$ cat config.mk
export PLATFORM = sky130hd
export DESIGN_NAME = mem_access_stage
export DESIGN_NICKNAME = d
export VERILOG_FILES = /design/src/rtl/mem_access_stage_pkg.sv /design/src/rtl/mem_wait_timer.sv /design/src/rtl/mem_access_stage.sv
export SDC_FILE = /design/constraint.sdc
export NUM_CORES = 1
export LEC_CHECK = 0
export ABC_AREA = 1
export CAP_MARGIN = 15
export CORE_UTILIZATION = 45
export DETAILED_ROUTE_END_ITERATION = 7
export PLACE_DENSITY = 0.81
export SLEW_MARGIN = 20
export SYNTH_ARGS = -nofsm -noshare
export SYNTH_HDL_FRONTEND = slang
export SYNTH_SLANG_ARGS = --single-unit
export TNS_END_PERCENT = 100
$ cat constraint.sdc
create_clock -name clk_i -period 5.04 [get_ports clk_i]
set_clock_uncertainty 0.2 [all_clocks]
set_input_delay 0.504 -clock clk_i [delete_from_list [all_inputs] [get_ports clk_i]]
set_output_delay 0.504 -clock clk_i [all_outputs]
set_load 0.01 [all_outputs]
$ cat src/rtl/mem_access_stage_pkg.sv
// Shared definitions for the MEM pipeline stage.
// Contents: FSM state encoding, register-address width, default data width,
// and the control-field bubble loaded into MEM/WB while the stage is busy.
package mem_access_stage_pkg;

    localparam int unsigned DATA_W_DEF = 32;
    localparam int unsigned REG_ADDR_W = 5;

    typedef enum logic [1:0] {
        StIdle = 2'd0,
        StWait = 2'd1,
        StDone = 2'd2
    } state_e;

    typedef struct packed {
        logic write_back;
        logic memto_reg;
    } memwb_ctrl_t;

    // Control half of a MEM/WB bubble; data fields of a bubble are all zero.
    localparam memwb_ctrl_t MEMWB_CTRL_BUBBLE = '{write_back: 1'b0, memto_reg: 1'b0};

endpackage

$ cat src/rtl/mem_wait_timer.sv
// Wait-cycle counter for an outstanding memory access.
// Ports:
//   clk_i, rst_i  clock, synchronous active-high reset
//   clr_i         force count to zero (has priority over en_i)
//   en_i          increment count
//   expired_o     count has reached TIMEOUT
module mem_wait_timer #(
    parameter int unsigned TIMEOUT = 255,
    parameter int unsigned TMO_W   = 8
) (
    input  logic clk_i,
    input  logic rst_i,
    input  logic clr_i,
    input  logic en_i,
    output logic expired_o
);

    logic [TMO_W-1:0] cnt_q, cnt_d;

    always_comb begin
        cnt_d = cnt_q;
        if (clr_i) begin
            cnt_d = '0;
        end else if (en_i) begin
            cnt_d = cnt_q + 1'b1;
        end
    end

    always_ff @(posedge clk_i) begin
        if (rst_i) begin
            cnt_q <= '0;
        end else begin
            cnt_q <= cnt_d;
        end
    end

    assign expired_o = (cnt_q == TMO_W'(TIMEOUT));

endmodule

$ cat src/rtl/mem_access_stage.sv
// MEM stage of a 5-stage pipeline.
// Takes the EX/MEM register fields, runs a req/ack handshake with a multi-cycle
// data memory, stalls the front of the pipeline while an access is in flight,
// and registers the result into MEM/WB.
// Ports:
//   clk_i, rst_i                 clock, synchronous active-high reset
//   writeBack_i .. regDstAddr_i  EX/MEM fields
//   mem_req_o/we_o/addr_o/wdata_o, mem_rdata_i, mem_ack_i  data-memory port
//   stall_o                      combinational front-of-pipe freeze
//   err_o                        sticky access timeout flag
//   writeBack_o .. regDstAddr_o  MEM/WB fields
module mem_access_stage
    import mem_access_stage_pkg::*;
#(
    parameter int unsigned DATA_W  = DATA_W_DEF,
    parameter int unsigned TIMEOUT = 255,
    parameter int unsigned TMO_W   = 8
) (
    input  logic                  clk_i,
    input  logic                  rst_i,
    input  logic                  writeBack_i,
    input  logic                  memtoReg_i,
    input  logic                  memRead_i,
    input  logic                  memWrite_i,
    input  logic [DATA_W-1:0]     ALUresult_i,
    input  logic [DATA_W-1:0]     memWriteData_i,
    input  logic [REG_ADDR_W-1:0] regDstAddr_i,
    output logic                  mem_req_o,
    output logic                  mem_we_o,
    output logic [DATA_W-1:0]     mem_addr_o,
    output logic [DATA_W-1:0]     mem_wdata_o,
    input  logic [DATA_W-1:0]     mem_rdata_i,
    input  logic                  mem_ack_i,
    output logic                  stall_o,
    output logic                  err_o,
    output logic                  writeBack_o,
    output logic                  memtoReg_o,
    output logic [DATA_W-1:0]     memReadData_o,
    output logic [DATA_W-1:0]     ALUresult_o,
    output logic [REG_ADDR_W-1:0] regDstAddr_o
);

    state_e                state_q, state_d;
    logic                  req_q, req_d;
    logic                  we_q, we_d;
    logic [DATA_W-1:0]     addr_q, addr_d;
    logic [DATA_W-1:0]     wdata_q, wdata_d;
    memwb_ctrl_t           ctrl_q, ctrl_d;       // latched EX/MEM control
    logic [REG_ADDR_W-1:0] dst_q, dst_d;         // latched destination register
    logic [DATA_W-1:0]     cap_q, cap_d;         // captured read data
    logic                  err_q, err_d;

    memwb_ctrl_t           wb_ctrl_q, wb_ctrl_d;
    logic [DATA_W-1:0]     wb_rdata_q, wb_rdata_d;
    logic [DATA_W-1:0]     wb_alu_q, wb_alu_d;
    logic [REG_ADDR_W-1:0] wb_dst_q, wb_dst_d;

    logic access;
    logic tmr_clr, tmr_en, tmr_expired;

    assign access = memRead_i | memWrite_i;

    mem_wait_timer #(
        .TIMEOUT (TIMEOUT),
        .TMO_W   (TMO_W)
    ) u_wait_timer (
        .clk_i     (clk_i),
        .rst_i     (rst_i),
        .clr_i     (tmr_clr),
        .en_i      (tmr_en),
        .expired_o (tmr_expired)
    );

    always_comb begin
        state_d    = state_q;
        req_d      = req_q;
        we_d       = we_q;
        addr_d     = addr_q;
        wdata_d    = wdata_q;
        ctrl_d     = ctrl_q;
        dst_d      = dst_q;
        cap_d      = cap_q;
        err_d      = err_q;
        wb_ctrl_d  = MEMWB_CTRL_BUBBLE;
        wb_rdata_d = '0;
        wb_alu_d   = '0;
        wb_dst_d   = '0;
        tmr_clr    = 1'b1;
        tmr_en     = 1'b0;

        unique case (state_q)
            StIdle: begin
                if (access) begin
                    state_d = StWait;
                    req_d   = 1'b1;
                    we_d    = memWrite_i;  // write wins when both are set
                    addr_d  = ALUresult_i;
                    wdata_d = memWriteData_i;
                    ctrl_d  = '{write_back: writeBack_i, memto_reg: memtoReg_i};
                    dst_d   = regDstAddr_i;
                end else begin
                    wb_ctrl_d = '{write_back: writeBack_i, memto_reg: memtoReg_i};
                    wb_alu_d  = ALUresult_i;
                    wb_dst_d  = regDstAddr_i;
                end
            end
            StWait: begin
                tmr_clr = 1'b0;
                if (mem_ack_i) begin
                    // Ack beats a coincident timeout.
                    cap_d   = we_q ? '0 : mem_rdata_i;
                    req_d   = 1'b0;
                    state_d = StDone;
                end else if (tmr_expired) begin
                    err_d   = 1'b1;
                    cap_d   = '0;
                    req_d   = 1'b0;
                    state_d = StDone;
                end else begin
                    tmr_en = 1'b1;
                end
            end
            StDone: begin
                // EX/MEM still holds the finished instruction; do not re-issue it.
                wb_ctrl_d  = ctrl_q;
                wb_rdata_d = cap_q;
                wb_alu_d   = addr_q;
                wb_dst_d   = dst_q;
                state_d    = StIdle;
            end
            default: state_d = StIdle;
        endcase
    end

    always_ff @(posedge clk_i) begin
        if (rst_i) begin
            state_q    <= StIdle;
            req_q      <= 1'b0;
            we_q       <= 1'b0;
            addr_q     <= '0;
            wdata_q    <= '0;
            ctrl_q     <= MEMWB_CTRL_BUBBLE;
            dst_q      <= '0;
            cap_q      <= '0;
            err_q      <= 1'b0;
            wb_ctrl_q  <= MEMWB_CTRL_BUBBLE;
            wb_rdata_q <= '0;
            wb_alu_q   <= '0;
            wb_dst_q   <= '0;
        end else begin
            state_q    <= state_d;
            req_q      <= req_d;
            we_q       <= we_d;
            addr_q     <= addr_d;
            wdata_q    <= wdata_d;
            ctrl_q     <= ctrl_d;
            dst_q      <= dst_d;
            cap_q      <= cap_d;
            err_q      <= err_d;
            wb_ctrl_q  <= wb_ctrl_d;
            wb_rdata_q <= wb_rdata_d;
            wb_alu_q   <= wb_alu_d;
            wb_dst_q   <= wb_dst_d;
        end
    end

    assign stall_o       = (state_q == StWait) | ((state_q == StIdle) & access);
    assign mem_req_o     = req_q;
    assign mem_we_o      = we_q;
    assign mem_addr_o    = addr_q;
    assign mem_wdata_o   = wdata_q;
    assign err_o         = err_q;
    assign writeBack_o   = wb_ctrl_q.write_back;
    assign memtoReg_o    = wb_ctrl_q.memto_reg;
    assign memReadData_o = wb_rdata_q;
    assign ALUresult_o   = wb_alu_q;
    assign regDstAddr_o  = wb_dst_q;

endmodule

==> flow_summary.ini, run 1 <==
[cts]
post_cts_resized = 0
cts_tree = built
cts.clk_slew.worst_paths_ns = 0.06
postCtsSetupBuffers = 0
cts_sinks = 187
clock_path_buffers = 2
htreeDepth = 4
cts_root_buf = clkbuf_16
hold_buffers = 0
clk_latency_ns = 0.43
numCtsBuffers = 17

[sta]
rsz0062_at_grt = no
finalSetupTns_ns = 0
finalMaxSlewViolations = 0
fin_crit_sh = 0.636
hold_violations = 0
relSlewSlack = 0.296
min_period_ns = 3.20
tightest_slew_ns = 1.05
finalSetupViolations = 0
clock.fmax_mhz = 312

[critical_path]
worstSetupPathType = in2out
cp_data_arrival_time_ns = 2.50
r2r_setup_slack_ns = 2.26
rr_startpoint = u_wait_timer.cnt_q[0]
worst-path-max-fanout = 40
rr_endpoint = cap_q[16]
endpoint_kind = output pin
crit_path_start_kind = input port
cp.required_ns = 4.34
r2r_cells = 8

[cells_and_area]
nNetsFinal = 1142
multi_input_area_mm2 = 0.00249
drive_gt1_frac = 0.0545
nFillCells = 1174
syn_to_final_growth_pct = 45.3
seq_area_mm2 = 0.00374
final_cells = 1231

[detailed_routing]
highest-signal-layer = met4
firstDrtPassIters = 5
route.met2.wl_mm = 8.52
wl_met1_mm = 7.70
drt-initial-drc-count = 511
avgViaCountPerCell = 5.11
drt-total-wl_mm = 18.1
post_drt_wl_per_cell_um = 14.7
drc = 0
ant_nets = 0
route.met3.wl_mm = 1.24
vias = 6296

[floorplanning]
io_pins = 247
rows = 44
die_y_um = 124
die_width_um = 124
core_region_area_mm2 = 0.0146
initial_utilization = 0.461
dieArea_mm2 = 0.0154

[place]
port-buffer-count = 246
dp_cells = 1198
post-dp-hpwl_mm = 11.3
place.gp.congestion = 0.766

[run]
maxCapViolCount = 0

[min_path]
worstHoldPathCells = 2
hold_class = reg2reg
hold_end = memReadData_o[17]
min_from = cap_q[17]

[grt]
track_usage = 0.235
grt_pass1_wl_mm = 29.4
grt_pass1_vias = 5908
antenna_found_initial = 1
grt_max_degree = 114
grt_overflow_total = 0

[status]
status = completed

[yosys]
ys_types = 24
yosys_warnings = 0
postSynthAreaPerCell_um2 = 8.19
ys_seq_area_frac = 0.556
ys_ff_latch = 187
synthesis.area_mm2 = 0.00673
synth_cells = 822
syn_nets = 931

[power_and_ir_drop]
leakage_nw = 3.68
netSwitchingFraction = 0.249
p_sw_mw = 0.853
power_density_mw_per_mm2 = 350
p_seq_frac = 0.467
combPwrFrac = 0.146
p_int_mw = 2.57
p_clk_frac = 0.387
vdd_drop_max_uv = 260
registers in the layout, summed over array words and instances (netlist names), 5 cells and up:
register / count
regDstAddr_o: 5
mem_wdata_o: 32
cap_q: 32
memReadData_o: 32
dst_q: 5
ALUresult_o: 32
u_wait_timer.cnt_q: 8
mem_addr_o: 32
Yosys cell counts (all sizes together):
cell    number  area, um^2
nand2       90         345
nand3       75         375
dfxtp      187        3740
o21ai       75         375
or2         40         250
nor3         2        21.3
inv         55         206
buf         27         165
xor2         3        26.3
a31oi        1        6.26
nand4       33         206
clkbuf      35         131
ha           1        12.5
a21oi       84         420
nor2       114         443
logic make-up after synthesis:
logic type	synth area share
buffers and inverters	0.0748
flip-flops	0.556
adder cells (fa/ha/maj)	0.00186
AO/OA/AOI/OAI	0.119
AND/OR/NAND/NOR	0.244
XOR/XNOR	0.00391
area by class of cell:
class                      count  area share
tap                          184      0.0235
timing repair buffer         254       0.257
clock buffer                  21      0.0481
antenna                        1    0.000256
clock inverter                11      0.0120
multi-input combinational    518       0.254
sequential                   187       0.383
inverter                      55      0.0212
worst max path at each step:
| stage | startpoint | endpoint | slack [ns] | cells after the start |
|---|---|---|---|---|
| 3_5_place_dp | memWrite_i | mem_addr_o[14] | 1.68 | 9 |
| 4_1_cts | memWrite_i | stall_o | 1.83 | 8 |
| 2_1_floorplan | memWrite_i | stall_o | 3.07 | 6 |
| 3_3_place_gp | memWrite_i | mem_addr_o[10] | 1.79 | 9 |
| 6_report | memWrite_i | stall_o | 1.84 | 8 |
| 5_1_grt | memWrite_i | stall_o | 1.75 | 8 |
routing by layer:
metal  GRT usage  up-vias
met4       0.120        0
met5           0        -
met1       0.284     2902
met2       0.381      248
li1            -     3107
met3      0.0662       39
placed cells by master, fill, tap and decap left out:
cell	synthesis	routed
xor2_1	3	3
buf_2	18	1
a31oi_1	1	1
nor3_4	1	1
nand3_1	75	75
nor3_1	1	1
or2_2	0	1
inv_1	49	49
clkinvlp_4	0	2
clkdlybuf4s50_1	0	245
a21oi_1	84	84
ha_1	1	1
o21ai_1	2	2
or2_1	40	39
clkinv_2	0	6
nand4_1	33	33
inv_2	6	5
nor2_2	3	5
nand2_2	3	3
clkbuf_8	0	3
o21ai_0	73	73
diode_2	0	1
clkbuf_16	0	17
nand2_1	87	87
buf_4	1	8
inv_6	0	1
clkinv_4	0	1
bufinv_16	0	2
dfxtp_1	187	187
nor2_1	110	108
clkbuf_1	35	1
nor2_4	1	1
per-stage QoR:
step                       util  area (um^2)  setup WS, ns  hold slack (ns)  total power [mW]
after detailed placement  0.630         9190          1.68            0.234              2.13
final                     0.670         9780          1.84            0.242              3.42
after floorplan               -         6730          3.07            0.222              1.85
after global placement    0.630         9190          1.79            0.229              2.12
after global routing      0.670         9780          1.75            0.255              3.56
after CTS                 0.670         9770          1.83            0.244              3.44
critical path: stages:
cell and delay (ns):
clkdlybuf4s50_1 0.50, nor2_2 0.05, buf_4 0.27, nor3_4 0.17, buf_4 0.33, inv_2 0.06, nand2_1 0.06, clkdlybuf4s50_1 0.54
power groups by stage:
stage                     clock network [mW]  logic (mW)  registers (mW)
after floorplan                            0       0.192            1.66
after global placement                     0       0.489            1.63
after detailed placement                   0       0.495            1.63
after CTS                               1.34       0.500            1.60
after global routing                    1.41       0.543            1.61
final                                   1.33       0.499            1.60
Note: power is estimated with default switching activity, not from simulation.
==> run 2: changes to the inputs <==
--- a/config.mk
+++ b/config.mk
@@ -7,9 +7,9 @@
 export LEC_CHECK = 0
 export ABC_AREA = 1
 export CAP_MARGIN = 15
-export CORE_UTILIZATION = 45
+export CORE_UTILIZATION = 44
 export DETAILED_ROUTE_END_ITERATION = 7
-export PLACE_DENSITY = 0.81
+export PLACE_DENSITY = 0.79
 export SLEW_MARGIN = 20
 export SYNTH_ARGS = -nofsm -noshare
 export SYNTH_HDL_FRONTEND = slang
==> constraint.sdc (replaced) <==
create_clock -name clk_i -period 3.15 [get_ports clk_i]
set_clock_uncertainty 0.2 [all_clocks]
set_input_delay 0.315 -clock clk_i [delete_from_list [all_inputs] [get_ports clk_i]]
set_output_delay 0.315 -clock clk_i [all_outputs]
set_load 0.01 [all_outputs]
==> flow_summary.ini, run 2 (same netlist as run 1, synthesis figures left out) <==
[cts]
hold_buffers = 0
postCtsSetupBuffers = 0
cts_sinks = 187
cts_tree = built
post_cts_resized = 0
clk_latency_ns = 0.43
cts_root_buf = clkbuf_16
cts.clk_slew.worst_paths_ns = 0.07
numCtsBuffers = 17
htreeDepth = 4
clock_path_buffers = 2

[sta]
finalMaxSlewViolations = 0
rsz0062_at_grt = no
clock.fmax_mhz = 447
relSlewSlack = 0.466
tightest_slew_ns = 0.802
hold_violations = 0
fin_crit_sh = 0.711
min_period_ns = 2.24
finalSetupTns_ns = 0
finalSetupViolations = 0

[critical_path]
worst-path-max-fanout = 4
r2r_setup_slack_ns = 1.04
cp.required_ns = 2.63
crit_path_start_kind = flip-flop
cpPeakStageDelay_ns = 0.55
endpoint_kind = output pin
worstPathBufferInverterCount = 1
worst-path-stages = 3
path_cells = nand2_1 -> nand2_1 -> clkdlybuf4s50_1
cp_top_family = buffers and inverters
rr_startpoint = u_wait_timer.cnt_q[0]
cp_data_arrival_time_ns = 1.72
rr_endpoint = cap_q[19]
worstSetupPathType = reg2out
crit_path_top_delay_cell = clkdlybuf4s50_1
r2r_cells = 8
cp_common_cell = nand2_1

[cells_and_area]
antenna_cells = 0
nNetsFinal = 1145
syn_to_final_growth_pct = 46.9
layout_commonest_cell = clkdlybuf4s50_1
final_cells = 1232
drive_gt1_frac = 0.0563
final_cell_mix = clkdlybuf4s50_1 (245), dfxtp_1 (187), nor2_1 (108), nand2_1 (87), a21oi_1 (84)

[status]
violations = DRC
status = finished with violations

[min_path]
hold_end = mem_addr_o[14]
min_from = rst_i
worstHoldPathCells = 4
hold_class = in2reg

[floorplanning]
rows = 44
die_y_um = 126
core_region_area_mm2 = 0.0148
initial_utilization = 0.456
die_width_um = 126
dieArea_mm2 = 0.0158
io_pins = 247

[detailed_routing]
avgViaCountPerCell = 5.05
firstDrtPassIters = 8
drc = 16
drt-initial-drc-count = 445
post_drt_wl_per_cell_um = 14.7
drt-total-wl_mm = 18.2
ant_nets = 0
vias = 6223

[power_and_ir_drop]
leakage_nw = 3.73
vdd_drop_max_uv = 368
power_density_mw_per_mm2 = 577

[grt]
track_usage = 0.230
grt_max_degree = 114
grt_overflow_total = 0
antenna_found_initial = 0
grt_pass1_vias = 5827
grt_pass1_wl_mm = 28.7

[place]
place.gp.congestion = 0.763
port-buffer-count = 246
dp_cells = 1201
post-dp-hpwl_mm = 11.6

[run]
maxCapViolCount = 0
-- run 2: final cells by class --
type	instances	area (um^2)
clock buffer	20	457
clock inverter	11	193
fill	1220	4870
inverter	55	208
multi-input combinational	518	2490
sequential	187	3740
tap	184	230
timing repair buffer	257	2560
-- run 2: per-stage QoR --
| step | cell area (um^2) | hold slack, ns | worst slack [ns] | util | total power, mW |
|---|---|---|---|---|---|
| 2_1_floorplan | 6730 | 0.222 | 1.48 | - | 2.96 |
| 3_3_place_gp | 9230 | 0.231 | 0.906 | 0.626 | 3.40 |
| 6_report | 9880 | 0.226 | 0.911 | 0.670 | 5.70 |
| 3_5_place_dp | 9230 | 0.236 | 0.913 | 0.626 | 3.41 |
| 5_1_grt | 9880 | 0.244 | 0.797 | 0.670 | 5.92 |
| 4_1_cts | 9880 | 0.219 | 0.867 | 0.670 | 5.73 |
-- run 2: worst max path at each step --
| stage | end | slack [ns] | startpoint |
|---|---|---|---|
| after floorplan | cap_q[10] | 1.48 | u_wait_timer.cnt_q[0] |
| after global placement | stall_o | 0.91 | memWrite_i |
| after detailed placement | stall_o | 0.91 | memWrite_i |
| after CTS | stall_o | 0.87 | state_q[0] |
| after global routing | stall_o | 0.80 | state_q[0] |
| final | stall_o | 0.91 | state_q[0] |
-- run 2: per-layer routing --
metal  global-route usage  share of wire  up-vias
li1                     -              -     3113
met1                0.269           0.41     2844
met2                0.382           0.48      224
met3               0.0650          0.078       42
met4                0.124          0.034        0
met5                    0              0        -
-- run 2: worst min-delay path, stage by stage --
cell and delay, ns:
buf_2 0.10, clkinv_2 0.20, o21ai_0 0.14, a21oi_1 0.05
-- run 2: power breakdown --
| part | internal (mW) | switching, mW |
|---|---|---|
| Clock | 1.45 | 0.890 |
| Sequential | 2.50 | 0.0600 |
| Combinational | 0.398 | 0.408 |
| Total | 4.34 | 1.36 |
==> run 3: changes to the inputs <==
==> constraint.sdc (replaced) <==
create_clock -name clk_i -period 2.1 [get_ports clk_i]
set_clock_uncertainty 0.2 [all_clocks]
set_input_delay 0.21 -clock clk_i [delete_from_list [all_inputs] [get_ports clk_i]]
set_output_delay 0.21 -clock clk_i [all_outputs]
set_load 0.01 [all_outputs]
==> flow_summary.ini, run 3 (same netlist as run 1, synthesis figures left out) <==
[sta]
clock.fmax_mhz = 521
min_period_ns = 1.92
relSlewSlack = 0.651
fin_crit_sh = 0.914
finalMaxSlewViolations = 0
tightest_slew_ns = 0.524
hold_violations = 0
finalSetupTns_ns = 0
finalSetupViolations = 0
rsz0062_at_grt = no
timing.final.ws_setup_ns = 0.180

[cts]
cts_root_buf = clkbuf_16
cts.clk_slew.worst_paths_ns = 0.07
htreeDepth = 4
clock_path_buffers = 2
numCtsBuffers = 17
clk_latency_ns = 0.42
cts_sinks = 187
postCtsSetupBuffers = 0
cts_tree = built

[grt]
grt_use_met3 = 0.0701
track_usage = 0.235
antenna_found_initial = 0
grt_busiest_layer = met2
met2_usage = 0.374
grt_pass1_vias = 5882
grt_overflow_total = 0
grtUsageMet1 = 0.289
grt_pass1_wl_mm = 29.3
grt_max_degree = 114

[critical_path]
cp_data_arrival_time_ns = 2.07
cp_common_cell = nand2_1
path_cells = ha_1 -> nand2_1 -> nor2_2 -> nand2_1 -> nand2_2 -> nand2_2 -> buf_4 -> nand2_1 -> a21oi_1
cp_top_family = simple AND/OR/NAND/NOR gates
cpPeakStageDelay_ns = 0.34
worst-path-max-fanout = 33
cp.required_ns = 2.25
worstPathBufferInverterCount = 1
crit_path_top_delay_cell = dfxtp_1
crit_path_start_kind = flip-flop
endpoint_kind = flip-flop
worstSetupPathType = reg2reg

[detailed_routing]
vias = 6317
avgViaCountPerCell = 5.10
drt-total-wl_mm = 18.4
firstDrtPassIters = 8
drc = 17
ant_nets = 0
drt-initial-drc-count = 499
post_drt_wl_per_cell_um = 14.8

[floorplanning]
die_y_um = 126
dieArea_mm2 = 0.0158
io_pins = 247
die_width_um = 126
initial_utilization = 0.456
rows = 44
core_region_area_mm2 = 0.0148

[place]
dp_cells = 1206
dp_worst_setup_slack_ns = 0.0808
port-buffer-count = 246
post-dp-hpwl_mm = 11.9
place.gp.congestion = 0.757
placed_area_mm2 = 0.00932

[cells_and_area]
seq_area_mm2 = 0.00374
multi_input_area_mm2 = 0.00249
fin_area_mm2 = 0.00993
layout_commonest_cell = clkdlybuf4s50_1
syn_to_final_growth_pct = 47.6
nFillCells = 1179
final_cells = 1238
final_util = 0.673
antenna_cells = 0
final_cell_mix = clkdlybuf4s50_1 (244), dfxtp_1 (187), nor2_1 (108), nand2_1 (86), a21oi_1 (84)
nNetsFinal = 1151
drive_gt1_frac = 0.0617

[power_and_ir_drop]
vdd_drop_max_uv = 500
leakage_nw = 3.75
p_seq_frac = 0.463
p_clk_frac = 0.388
power_density_mw_per_mm2 = 834
p_int_mw = 6.24
p_sw_mw = 2.04
combPwrFrac = 0.149
netSwitchingFraction = 0.246

[status]
violations = DRC
status = finished with violations

[run]
maxCapViolCount = 0

[min_path]
hold_class = in2reg
[run 3: cell count changes in the layout (fill, tap and decap cells not counted), moves of 2 or more]
cell / before / now
buf_12: 2 / 6
bufinv_16: 5 / 2
clkbuf_8: 2 / 4
clkinv_4: 2 / 0
inv_6: 0 / 2
[run 3: per-layer routing]
layer / up-vias / share of wire
met1: 2873 / 0.41
li1: 3132 / -
met5: - / 0
met4: 0 / 0.040
met3: 48 / 0.082
met2: 264 / 0.47
[run 3: worst paths after layout]
kind	from	to	slack, ns	cells after the start
min	mem_rdata_i[3]	cap_q[3]	0.15	3
min reg2reg	cap_q[15]	memReadData_o[15]	0.24	2
max reg2reg	u_wait_timer.cnt_q[0]	mem_req_o	0.18	9
max	u_wait_timer.cnt_q[0]	mem_req_o	0.18	9
[run 3: final cells by class]
type	instances	share of cell area
clock buffers	22	0.0488
well taps	184	0.0232
multi-input cells	518	0.251
flip-flops and latches	187	0.377
clock inverters	9	0.0111
inverters	55	0.0209
repair buffers	263	0.268
[run 3: power groups by stage]
stage / sequential, mW / clock, mW / combinational [mW]
after global routing: 3.86 / 3.44 / 1.35
after global placement: 3.91 / 0 / 1.22
after floorplan: 3.98 / 0 / 0.461
after detailed placement: 3.92 / 0 / 1.23
final: 3.84 / 3.21 / 1.23
after CTS: 3.84 / 3.27 / 1.24
[run 3: tightest hold or removal path: cells and delay by family]
| kind | cells | cell delay, ns |
|---|---|---|
| buf+inv | 1 | 0.40 |
| simple gates | 2 | 0.13 |
[run 3: per-stage QoR]
| stage | hold slack [ns] | power (mW) |
|---|---|---|
| 2_1_floorplan | 0.145 | 4.45 |
| 3_3_place_gp | 0.229 | 5.13 |
| 3_5_place_dp | 0.232 | 5.14 |
| 4_1_cts | 0.136 | 8.35 |
| 5_1_grt | 0.143 | 8.64 |
| 6_report | 0.148 | 8.28 |
[run 3: timing repair]
action,4_1_cts,5_1_grt
endpoints found under the setup margin,1,3
gates resized for setup,2,1
hold buffers,1,0
cloned,0,0
endpoints found under the hold margin,1,0
